## src/rtl/sram_memory_controller_if.sv

```systemverilog
// Pipeline-side load/store port of the SRAM memory controller.
//   readEnabled  : load request from the EX/MEM register
//   writeEnabled : store request from the EX/MEM register (wins over readEnabled)
//   address      : byte address (ALU result)
//   writeData    : store data (valRm)
//   readData     : registered load result
//   ready        : 1 = pipeline may advance, 0 = freeze all stages
// The master modport is the pipeline side. The slave modport is the controller side.
interface sram_memory_controller_if;
  logic        readEnabled;
  logic        writeEnabled;
  logic [31:0] address;
  logic [31:0] writeData;
  logic [31:0] readData;
  logic        ready;

  modport master (
    output readEnabled, writeEnabled, address, writeData,
    input  readData, ready
  );

  modport slave (
    input  readEnabled, writeEnabled, address, writeData,
    output readData, ready
  );
endinterface

```

## src/rtl/sram_memory_controller.sv

```systemverilog
// SRAM memory controller.
// Serves 32-bit loads and stores from the execution stage. Each word access is
// split into two 16-bit accesses to an external SRAM: the low half first, then
// the high half. While an access is in flight, ready is held low so that the
// pipeline freezes.
// Ports:
//   clk            : rising-edge clock
//   rst_n          : asynchronous active-low reset
//   bus            : load/store request interface (slave modport)
//   sramAddress_o  : SRAM halfword address
//   sramDqOut_o    : SRAM write data
//   sramDqIn_i     : SRAM read data
//   sramDqOe_o     : 1 = drive sramDqOut_o onto the SRAM data bus
//   sramWeN_o      : SRAM write enable, active-low
module sram_memory_controller #(
  parameter int unsigned BASE_ADDRESS    = 1024,
  parameter int unsigned SRAM_ADDR_WIDTH = 18,
  parameter int unsigned ACCESS_CYCLES   = 2
) (
  input  logic                       clk,
  input  logic                       rst_n,
  sram_memory_controller_if.slave    bus,
  output logic [SRAM_ADDR_WIDTH-1:0] sramAddress_o,
  output logic [15:0]                sramDqOut_o,
  input  logic [15:0]                sramDqIn_i,
  output logic                       sramDqOe_o,
  output logic                       sramWeN_o
);

  // The cycle counter is 4 bits wide, so a half access cannot exceed 15 cycles.
  // The last-cycle write-enable release also needs at least 2 cycles per half.
  if (ACCESS_CYCLES < 2 || ACCESS_CYCLES > 15) begin : gen_bad_cycles
    $error("ACCESS_CYCLES must be in 2..15");
  end

  localparam logic [1:0] IDLE = 2'd0;
  localparam logic [1:0] LOW  = 2'd1;
  localparam logic [1:0] HIGH = 2'd2;
  localparam logic [1:0] DONE = 2'd3;

  localparam logic [3:0] LAST_CYCLE = 4'(ACCESS_CYCLES - 1);

  logic [1:0]                 state_q,    state_d;
  logic [3:0]                 cnt_q,      cnt_d;
  logic                       isWrite_q,  isWrite_d;
  logic [SRAM_ADDR_WIDTH-2:0] wordAddr_q, wordAddr_d;
  logic [31:0]                wrData_q,   wrData_d;
  logic [15:0]                temp_q,     temp_d;
  logic [31:0]                readData_q, readData_d;

  logic        request;
  logic        lastCycle;
  logic [31:0] offset;
  logic        unusedOffsetBits;

  assign request   = bus.readEnabled | bus.writeEnabled;
  assign lastCycle = (cnt_q == LAST_CYCLE);

  // The offset is taken modulo 2^32 with no range check. Out-of-range addresses
  // wrap into the SRAM. The byte-in-word bits and the bits above the SRAM
  // window are intentionally dropped.
  assign offset           = bus.address - BASE_ADDRESS;
  assign unusedOffsetBits = ^{offset[31:SRAM_ADDR_WIDTH+1], offset[1:0]};

  always_comb begin
    state_d    = state_q;
    cnt_d      = cnt_q;
    isWrite_d  = isWrite_q;
    wordAddr_d = wordAddr_q;
    wrData_d   = wrData_q;
    temp_d     = temp_q;
    readData_d = readData_q;
    case (state_q)
      IDLE: begin
        // Requests are captured only here, so input changes during an
        // access (including a dropped request) do not affect it.
        if (request) begin
          isWrite_d  = bus.writeEnabled;
          wordAddr_d = offset[SRAM_ADDR_WIDTH:2];
          wrData_d   = bus.writeData;
          cnt_d      = '0;
          state_d    = LOW;
        end
      end
      LOW: begin
        if (lastCycle) begin
          if (!isWrite_q) temp_d = sramDqIn_i;
          cnt_d   = '0;
          state_d = HIGH;
        end else begin
          cnt_d = cnt_q + 4'd1;
        end
      end
      HIGH: begin
        // readData is updated only here, so it holds across writes and idles.
        if (lastCycle) begin
          if (!isWrite_q) readData_d = {sramDqIn_i, temp_q};
          cnt_d   = '0;
          state_d = DONE;
        end else begin
          cnt_d = cnt_q + 4'd1;
        end
      end
      DONE:    state_d = IDLE;
      default: state_d = IDLE;
    endcase
  end

  always_ff @(posedge clk or negedge rst_n) begin
    if (!rst_n) begin
      state_q    <= IDLE;
      cnt_q      <= '0;
      isWrite_q  <= 1'b0;
      wordAddr_q <= '0;
      wrData_q   <= '0;
      temp_q     <= '0;
      readData_q <= '0;
    end else begin
      state_q    <= state_d;
      cnt_q      <= cnt_d;
      isWrite_q  <= isWrite_d;
      wordAddr_q <= wordAddr_d;
      wrData_q   <= wrData_d;
      temp_q     <= temp_d;
      readData_q <= readData_d;
    end
  end

  // SRAM pins are decoded from the state register. During a write, the
  // write-enable is released on the last cycle of each half, so that the
  // address and data are still held while the write strobe rises.
  always_comb begin
    sramAddress_o = '0;
    sramDqOut_o   = '0;
    sramDqOe_o    = 1'b0;
    sramWeN_o     = 1'b1;
    case (state_q)
      LOW: begin
        sramAddress_o = {wordAddr_q, 1'b0};
        if (isWrite_q) begin
          sramDqOe_o  = 1'b1;
          sramDqOut_o = wrData_q[15:0];
          sramWeN_o   = lastCycle;
        end
      end
      HIGH: begin
        sramAddress_o = {wordAddr_q, 1'b1};
        if (isWrite_q) begin
          sramDqOe_o  = 1'b1;
          sramDqOut_o = wrData_q[31:16];
          sramWeN_o   = lastCycle;
        end
      end
      default: ;
    endcase
  end

  // A request seen in IDLE costs one cycle of ready=0 before the access starts.
  assign bus.ready    = ((state_q == IDLE) && !request) || (state_q == DONE);
  assign bus.readData = readData_q;

endmodule

```

## src/flat_wrapper.sv

```systemverilog
// flat-port wrapper written by rule: the top's interface ports become plain ports
module sram_memory_controller_flat 
#(
  parameter int unsigned BASE_ADDRESS    = 1024,
  parameter int unsigned SRAM_ADDR_WIDTH = 18,
  parameter int unsigned ACCESS_CYCLES   = 2
)
  (clk, rst_n, sramAddress_o, sramDqOut_o, sramDqIn_i, sramDqOe_o, sramWeN_o, bus_readEnabled, bus_writeEnabled, bus_address, bus_writeData, bus_readData, bus_ready);
  sram_memory_controller_if bus_i ();
  input  logic clk;
  input  logic rst_n;
  output logic [SRAM_ADDR_WIDTH-1:0] sramAddress_o;
  output logic [15:0] sramDqOut_o;
  input  logic [15:0] sramDqIn_i;
  output logic sramDqOe_o;
  output logic sramWeN_o;
  input wire logic [$bits(bus_i.readEnabled)-1:0] bus_readEnabled;
  input wire logic [$bits(bus_i.writeEnabled)-1:0] bus_writeEnabled;
  input wire logic [$bits(bus_i.address)-1:0] bus_address;
  input wire logic [$bits(bus_i.writeData)-1:0] bus_writeData;
  output wire logic [$bits(bus_i.readData)-1:0] bus_readData;
  output wire logic [$bits(bus_i.ready)-1:0] bus_ready;
  assign bus_i.readEnabled = bus_readEnabled;
  assign bus_i.writeEnabled = bus_writeEnabled;
  assign bus_i.address = bus_address;
  assign bus_i.writeData = bus_writeData;
  assign bus_readData = bus_i.readData;
  assign bus_ready = bus_i.ready;
  sram_memory_controller #(.BASE_ADDRESS(BASE_ADDRESS), .SRAM_ADDR_WIDTH(SRAM_ADDR_WIDTH), .ACCESS_CYCLES(ACCESS_CYCLES)) u_core (.clk(clk), .rst_n(rst_n), .bus(bus_i), .sramAddress_o(sramAddress_o), .sramDqOut_o(sramDqOut_o), .sramDqIn_i(sramDqIn_i), .sramDqOe_o(sramDqOe_o), .sramWeN_o(sramWeN_o));
endmodule
```

## config.mk

```make
export PLATFORM = sky130hd
export DESIGN_NAME = sram_memory_controller_flat
export DESIGN_NICKNAME = d
export VERILOG_FILES = /design/src/rtl/sram_memory_controller_if.sv /design/src/rtl/sram_memory_controller.sv /design/src/flat_wrapper.sv
export SDC_FILE = /design/constraint.sdc
export NUM_CORES = 1
export LEC_CHECK = 0
export BUFFER_PORTS_ARGS = -buffer_cell sky130_fd_sc_hd__buf_2
export CAP_MARGIN = 20
export CORE_UTILIZATION = 54
export DETAILED_ROUTE_END_ITERATION = 8
export GPL_TIMING_DRIVEN = 0
export PLACE_DENSITY_LB_ADDON = 0.08
export SKIP_LAST_GASP = 1
export SLEW_MARGIN = 20
export SYNTH_ARGS = -nofsm -noshare
export SYNTH_HDL_FRONTEND = slang
export SYNTH_SLANG_ARGS = --single-unit
```

## constraint.sdc

```tcl
create_clock -name clk -period 4.34 [get_ports clk]
set_input_delay 0.217 -clock clk [delete_from_list [all_inputs] [get_ports clk]]
set_output_delay 0.217 -clock clk [all_outputs]
set_load 0.02 [all_outputs]
```

# Word level (Yosys, flattened, before mapping)
# Cells that the tools add are included.
[totals] input_bits=84 regBits=104 elab_cells=44 output_inout_bits=69
[classes] n_reduce_logical=11 eq_ne=7 muxes=15 n_bitwise=2 add_sub_neg=2
[op_table] cell="18-bit case mux with 2 select lines" count=1
[op_table] cell="16-bit 2-to-1 mux" count=2
[op_table] cell="16-bit case mux with 2 select lines" count=1
[op_table] cell="19-bit by 11-bit subtractor with 19-bit output (second input constant)" count=1
[op_table] cell="3-bit AND reduction" count=3
[op_table] cell="4-bit 2-to-1 mux" count=2
[op_table] cell="2-bit case mux with 4 select lines" count=1
[op_table] cell="4-bit case mux with 2 select lines" count=1
[op_table] cell="2-bit 2-to-1 mux" count=3
[op_table] cell="2-bit by 1-bit != test with 1-bit output (second input constant)" count=3
[op_table] cell="4-bit by 1-bit adder with 4-bit output (second input constant)" count=1
[op_table] cell="2-bit equality test (second input constant)" count=2
[op_table] cell="4-bit by 1-bit equality test with 1-bit output (second input constant)" count=1
[op_table] cell="1-bit 2-to-1 mux" count=4
[op_table] cell="2-bit AND reduction" count=2
[op_table] cell="2-bit by 1-bit equality test with 1-bit output (second input constant)" count=1
[op_table] cell="2-bit zero test" count=1
[op_table] cell="2-bit nonzero test" count=1
[op_table] cell="2-bit OR reduction" count=1
[op_table] cell="1-bit logical AND" count=1
[op_table] cell="1-bit zero test" count=1
[op_table] cell="1-bit logical OR" count=1
[op_table] cell="1-bit NOT" count=1
[op_table] cell="1-bit bitwise OR" count=1

# Depth between registers and ports, before layout
[depth] ltp_word=4 mapped_depth=7 ltp_nobuf=5

# Least setup slack after synthesis
# Ideal clock, no wire load.
[synth_timing] path_kind="reg2out" start="register u_core.state_q[0]" end="output port sramAddress_o[10]" slack_ns=2.329 n_path_buf=3 stages_incl_launch_ff=8 t_arrival_ns=1.794 cell_sequence="dfrtp_1 -> inv_1 -> ha_1 -> buf_2 -> or2_2 -> clkbuf_1 -> clkbuf_1 -> and3_1"
[synth_via] elab_chain_cells=2 word_cells_on_any_way=3
[synth_lines] element="from (decl)" line_no="sram_memory_controller.sv:43" source="logic [1:0] state_q, state_d;"
[synth_lines] element="from (signal assigned)" line_no="sram_memory_controller.sv:119" source="state_q <= state_d;"
[synth_lines] element="2-bit equality test / 2-bit by 1-bit equality test with 1-bit output (equally long branches)" line_no="sram_memory_controller.sv:137" source="case (state_q)"
[synth_lines] element="18-bit case mux with 2 select lines (*)" line_no="sram_memory_controller.sv:137"
[synth_lines] element="to (decl)" line_no="flat_wrapper.sv:12" source="output logic [SRAM_ADDR_WIDTH-1:0] sramAddress_o;"
# Every way passes the cells marked *; elsewhere a longest branch is shown, timed or not.

# Worst setup path after layout
[layout_timing] start="register u_core.state_q[0]" end="output port sramAddress_o[13]"
# Same word-level chain as after synthesis.

==> results.md <==
| Stage | Item | This run |
|:---|:---|:---|
| cts | Post-CTS clock slew at the launch and capture registers of the worst setup and hold paths | 0.11 ns |
| finish | Post-Route Utilization | 71.00% |
| place | Placed Instances | 664 |
| worst hold path | Min-delay worst type | in -> reg |
| detailed routing | Drt initial violations | 138 |
| detailed routing | Routed wirelength normalized by instance count | 14.96 um |
| detailed routing | Antenna-violating nets left | 0 |
| detailed routing | Total vias in the final route | 3,570 |
| timing | Slew Limit Headroom | 62.80% |
| setup path | Ordered list of cells on the worst path | inv_1 > ha_1 > buf_2 > or2_2 > clkbuf_1 > clkbuf_1 > and3_1 > buf_2 |
| setup path | R2r endpoint | u_core.state_q[1]$_DFFE_PN0P_ |
| status | Run status | complete, no violations |
| power and ir drop | Maximum vdd drop | 408.9 uV |
| setup path | Worst-path cell with the longest stage delay | sky130_fd_sc_hd__dfrtp_1 |
| worst hold path | Origin of the worst min-delay path | bus_writeData[19] |
| floorplanning | Row cnt | 32 |
| setup path | Top delay family on crit path | buffers and inverters |
| setup path | Type of destination of the critical path | primary output |
| logic synthesis | Synthesized netlist cell count | 424 |
| power and ir drop | Cell Pwr Density | 779.7 mW/mm^2 |
| logic synthesis | Yosys warning total | 0 |
| logic synthesis | Post-synthesis sequential element count | 104 |
| logic synthesis | Average footprint of a synthesized cell | 10.63 sq um |
| timing | Hold violation total from the final report | 0 |
| floorplanning | Die outline area | 0.008715 sq mm |
| timing | Minimum setup slack in the final design | 1.583 ns |
| place | Routability congestion estimate from global placement | 0.7841 |
| worst hold path | End of the worst hold path | u_core.wrData_q[19]$_DFFE_PN0P_ |
| cts | Number of CTS-inserted buffers | 9 |
| setup path | Buffer and inverter count on the worst path | 5 |
| logic synthesis | EDFF count, synth | 0 |
| finish | Final antenna diode count | 0 |
| logic synthesis | Async set or reset register ratio after synthesis | 100.0% |
| detailed routing | Post-detailed-route DRC marker count | 0 |
| timing | Peak clock frequency supported by timing | 362.7 MHz |
| setup path | Largest driver fanout on the critical path | 10 |
| place | Port Buffers | 137 |
| timing | Setup skew after layout | 0.009437 ns |
| finish | Non-filler cells in the finished layout | 681 |
| floorplanning | Placeable core region | 0.007888 sq mm |
| setup path | Slowest Stage Delay on Critical Path | 0.41 ns |
| setup path | Cell count of the worst reg-to-reg path | 7 |
| cts | Post-CTS Resized | 0 |
| grt | Antenna violations before repair | 0 |
| logic synthesis | Sequential element share of the synthesized area | 57.75% |
| floorplanning | Die Y | 93.36 um |
| logic synthesis | Net count after synthesis | 516 |
| grt | Total overflow reported by the global router | 0 |
| logic synthesis | Fraction of synthesized cell area taken by the top area cell type | 57.75% |
| timing | Max-slew violation count | 0 |
| finish | Final-stage net count | 666 |
| cts | H-tree depth | 3 |
| logic synthesis | Biggest area contributors in the synthesized netlist | sky130_fd_sc_hd__dfrtp_1 (58%), sky130_fd_sc_hd__mux2_2 (12%), sky130_fd_sc_hd__nand2_1 (11%) |
| logic synthesis | Mapped Area | 0.004507 sq mm |
| grt | Met2 Resource Use GR | 42.16% |
| power and ir drop | Leak Pwr | 2.931 nW |
| cts | Clock Tree Buf Depth | 2 |
| grt | Via count of the first global-routing pass | 3,486 |
| logic synthesis | Distinct cells, synth | 35 |
| cts | Number of buffers inserted by post-CTS setup repair | 0 |
| grt | Met3 usage | 3.984% |
| finish | Share of final-layout standard cells stronger than drive strength 1 | 36.96% |
| detailed routing | Number of optimization iterations in the first detailed-route pass | 4 |
| logic synthesis | Top cell types by occurrence after synthesis | sky130_fd_sc_hd__nand2_1 (131), sky130_fd_sc_hd__dfrtp_1 (104), sky130_fd_sc_hd__mux2_2 (49) |
| cts | Number of sinks driven by the clock tree | 104 |
| grt | Met1 track demand over resource | 33.32% |
| timing | Hold_ws | 0.02769 ns |
| detailed routing | Routed via count divided by cell count | 5.242 |
| place | Worst slack after detailed placement | 2.017 ns |
| place | HPWL after detailed placement | 7436 um |
| setup path | Critical path startpoint category | register |
| worst hold path | Number of instances on the worst hold path | 3 |
| setup path | Critical path data required time | 4.12 ns |
| logic synthesis | Count leader, synth | sky130_fd_sc_hd__nand2_1 |
| timing | Final-layout setup total negative slack | 0 ns |
| grt | Pin count of the biggest net entering global routing | 56 |
| detailed routing | Total Wirelength | 10,190 um |
| setup path | Critical path type | reg -> out |
| setup path | Reg2reg start | u_core.state_q[0]$_DFFE_PN0P_ |
| finish | Area overhead of the layout relative to synthesis | 24.26% |
| finish | Layout filler cell count | 649 |
| setup path | Endpoint arrival time on the critical path | 2.54 ns |
| flow run | Max-capacitance violation count | 0 |
| logic synthesis | Main flop type after synthesis | sky130_fd_sc_hd__dfrtp_1 |
| grt | Most utilized layer in the global route result | met2 |
| setup path | R2r setup slk | 2.27 ns |
| floorplanning | IO Pins | 153 |
| cts | Clock insertion delay at the later pin of the skew report | 0.37 ns |
| timing | Tightest Pin Transition | 0.5580 ns |
| logic synthesis | Synth area leader | sky130_fd_sc_hd__dfrtp_1 |
| cts | CTS root buf | sky130_fd_sc_hd__clkbuf_8 |
| timing | Post-layout min period | 2.757 ns |
| cts | Cts-stage hold buffer count | 1 |
| floorplanning | Die Width | 93.36 um |
| grt | Overall Global Routing Usage | 25.04% |
| grt | Wire length of the first global-routing pass | 16,700 um |
| timing | Setup Viol. Count Final | 0 |
| floorplanning | Initial core utilization | 57.14% |
| timing | Setup repair after global routing missed its margin | false |
| cts | CTS tree | built |
| timing | Final period util | 63.52% |
==> worst reg2reg max path, stage by stage (launching register included) <==
cell and delay (ns):
sky130_fd_sc_hd__dfrtp_1 0.41, sky130_fd_sc_hd__inv_1 0.13, sky130_fd_sc_hd__ha_1 0.18, sky130_fd_sc_hd__buf_2 0.23, sky130_fd_sc_hd__or2_2 0.14, sky130_fd_sc_hd__clkbuf_1 0.34, sky130_fd_sc_hd__a21o_1 0.20, sky130_fd_sc_hd__mux2_2 0.33
==> state kept, by name, indices dropped and copies added (netlist names) <==
register and flops:
u_core.isWrite_q 1, u_core.temp_q 16, u_core.wrData_q 32, u_core.cnt_q 4, u_core.bus.readData 32, u_core.state_q 2, u_core.wordAddr_q 17
==> layer usage <==
layer  share of wire (%)  routed length, um
met5                   0                  0
met4                0.97                 99
met3                 5.2                526
met2                  50               5103
met1                  44               4459
==> layout make-up <==
cell class                 instances  area [sq um]  area share [%]
sequential                       104          2603           46.47
multi-input combinational        291          1788           31.93
clock buffer                       9         123.9           2.212
clock inverter                     7         112.6           2.011
inverter                           6         22.52          0.4021
tap                              102         127.6           2.279
timing repair buffer             139         729.5           13.03
buffer                            23         93.84           1.676
==> metrics by stage <==
stage	area, sq um	power [mW]
after detailed placement	5354	3.706
after global routing	5600	4.690
after global placement	5320	3.612
final	5600	4.366
after CTS	5600	4.397
after floorplan	4507	3.031
==> report_power, final <==
part | switching [mW] | internal [mW] | total [mW]
clock | 0.357 | 0.338 | 0.695
sequential | 0.250 | 1.45 | 1.70
combinational | 1.21 | 0.768 | 1.98
==> cell usage in the layout, fill, tap and decap left out, types with 3 or more instances in the layout <==
| master | Yosys | final |
|---|---|---|
| sky130_fd_sc_hd__nor2_1 | 22 | 22 |
| sky130_fd_sc_hd__buf_1 | 3 | 3 |
| sky130_fd_sc_hd__inv_1 | 6 | 6 |
| sky130_fd_sc_hd__and3_1 | 17 | 17 |
| sky130_fd_sc_hd__clkbuf_1 | 14 | 14 |
| sky130_fd_sc_hd__or3_1 | 3 | 3 |
| sky130_fd_sc_hd__nand2b_1 | 3 | 3 |
| sky130_fd_sc_hd__mux2_2 | 49 | 49 |
| sky130_fd_sc_hd__nand2_1 | 131 | 131 |
| sky130_fd_sc_hd__a22oi_1 | 16 | 16 |
| sky130_fd_sc_hd__dfrtp_1 | 104 | 104 |
| sky130_fd_sc_hd__a31oi_1 | 5 | 5 |
| sky130_fd_sc_hd__o31ai_1 | 3 | 3 |
| sky130_fd_sc_hd__buf_2 | 6 | 142 |
| sky130_fd_sc_hd__ha_1 | 8 | 8 |
| sky130_fd_sc_hd__clkbuf_8 | 0 | 9 |
| sky130_fd_sc_hd__o21ai_0 | 10 | 10 |
==> cells by family (layout without fill, tap and decap cells) <==
kind of cell | count (synthesis) | after routing | share of synthesized area (%)
AO/OA/AOI/OAI | 42 | 42 | 6.358
XOR/XNOR | 2 | 2 | 0.3887
adder cells (fa/ha/maj) | 8 | 8 | 2.221
buffers and inverters | 29 | 184 | 2.582
flip-flops | 104 | 104 | 57.75
multiplexers | 49 | 49 | 12.24
AND/OR/NAND/NOR | 190 | 190 | 18.46
==> worst max path at each step <==
stage	start	to	slack [ns]	depth (start not counted)
global placement	rst_n	u_core.wrData_q[24]$_DFFE_PN0P_	1.96	1
finish	u_core.state_q[0]$_DFFE_PN0P_	sramAddress_o[13]	1.58	8
CTS	u_core.state_q[0]$_DFFE_PN0P_	sramAddress_o[13]	1.61	8
global route	u_core.state_q[0]$_DFFE_PN0P_	sramAddress_o[13]	1.42	8
detailed placement	u_core.state_q[0]$_DFFE_PN0P_	sramAddress_o[13]	2.02	8
floorplan	u_core.state_q[0]$_DFFE_PN0P_	sramAddress_o[10]	2.33	7
No activity file was read; power rests on OpenSTA's default activity.
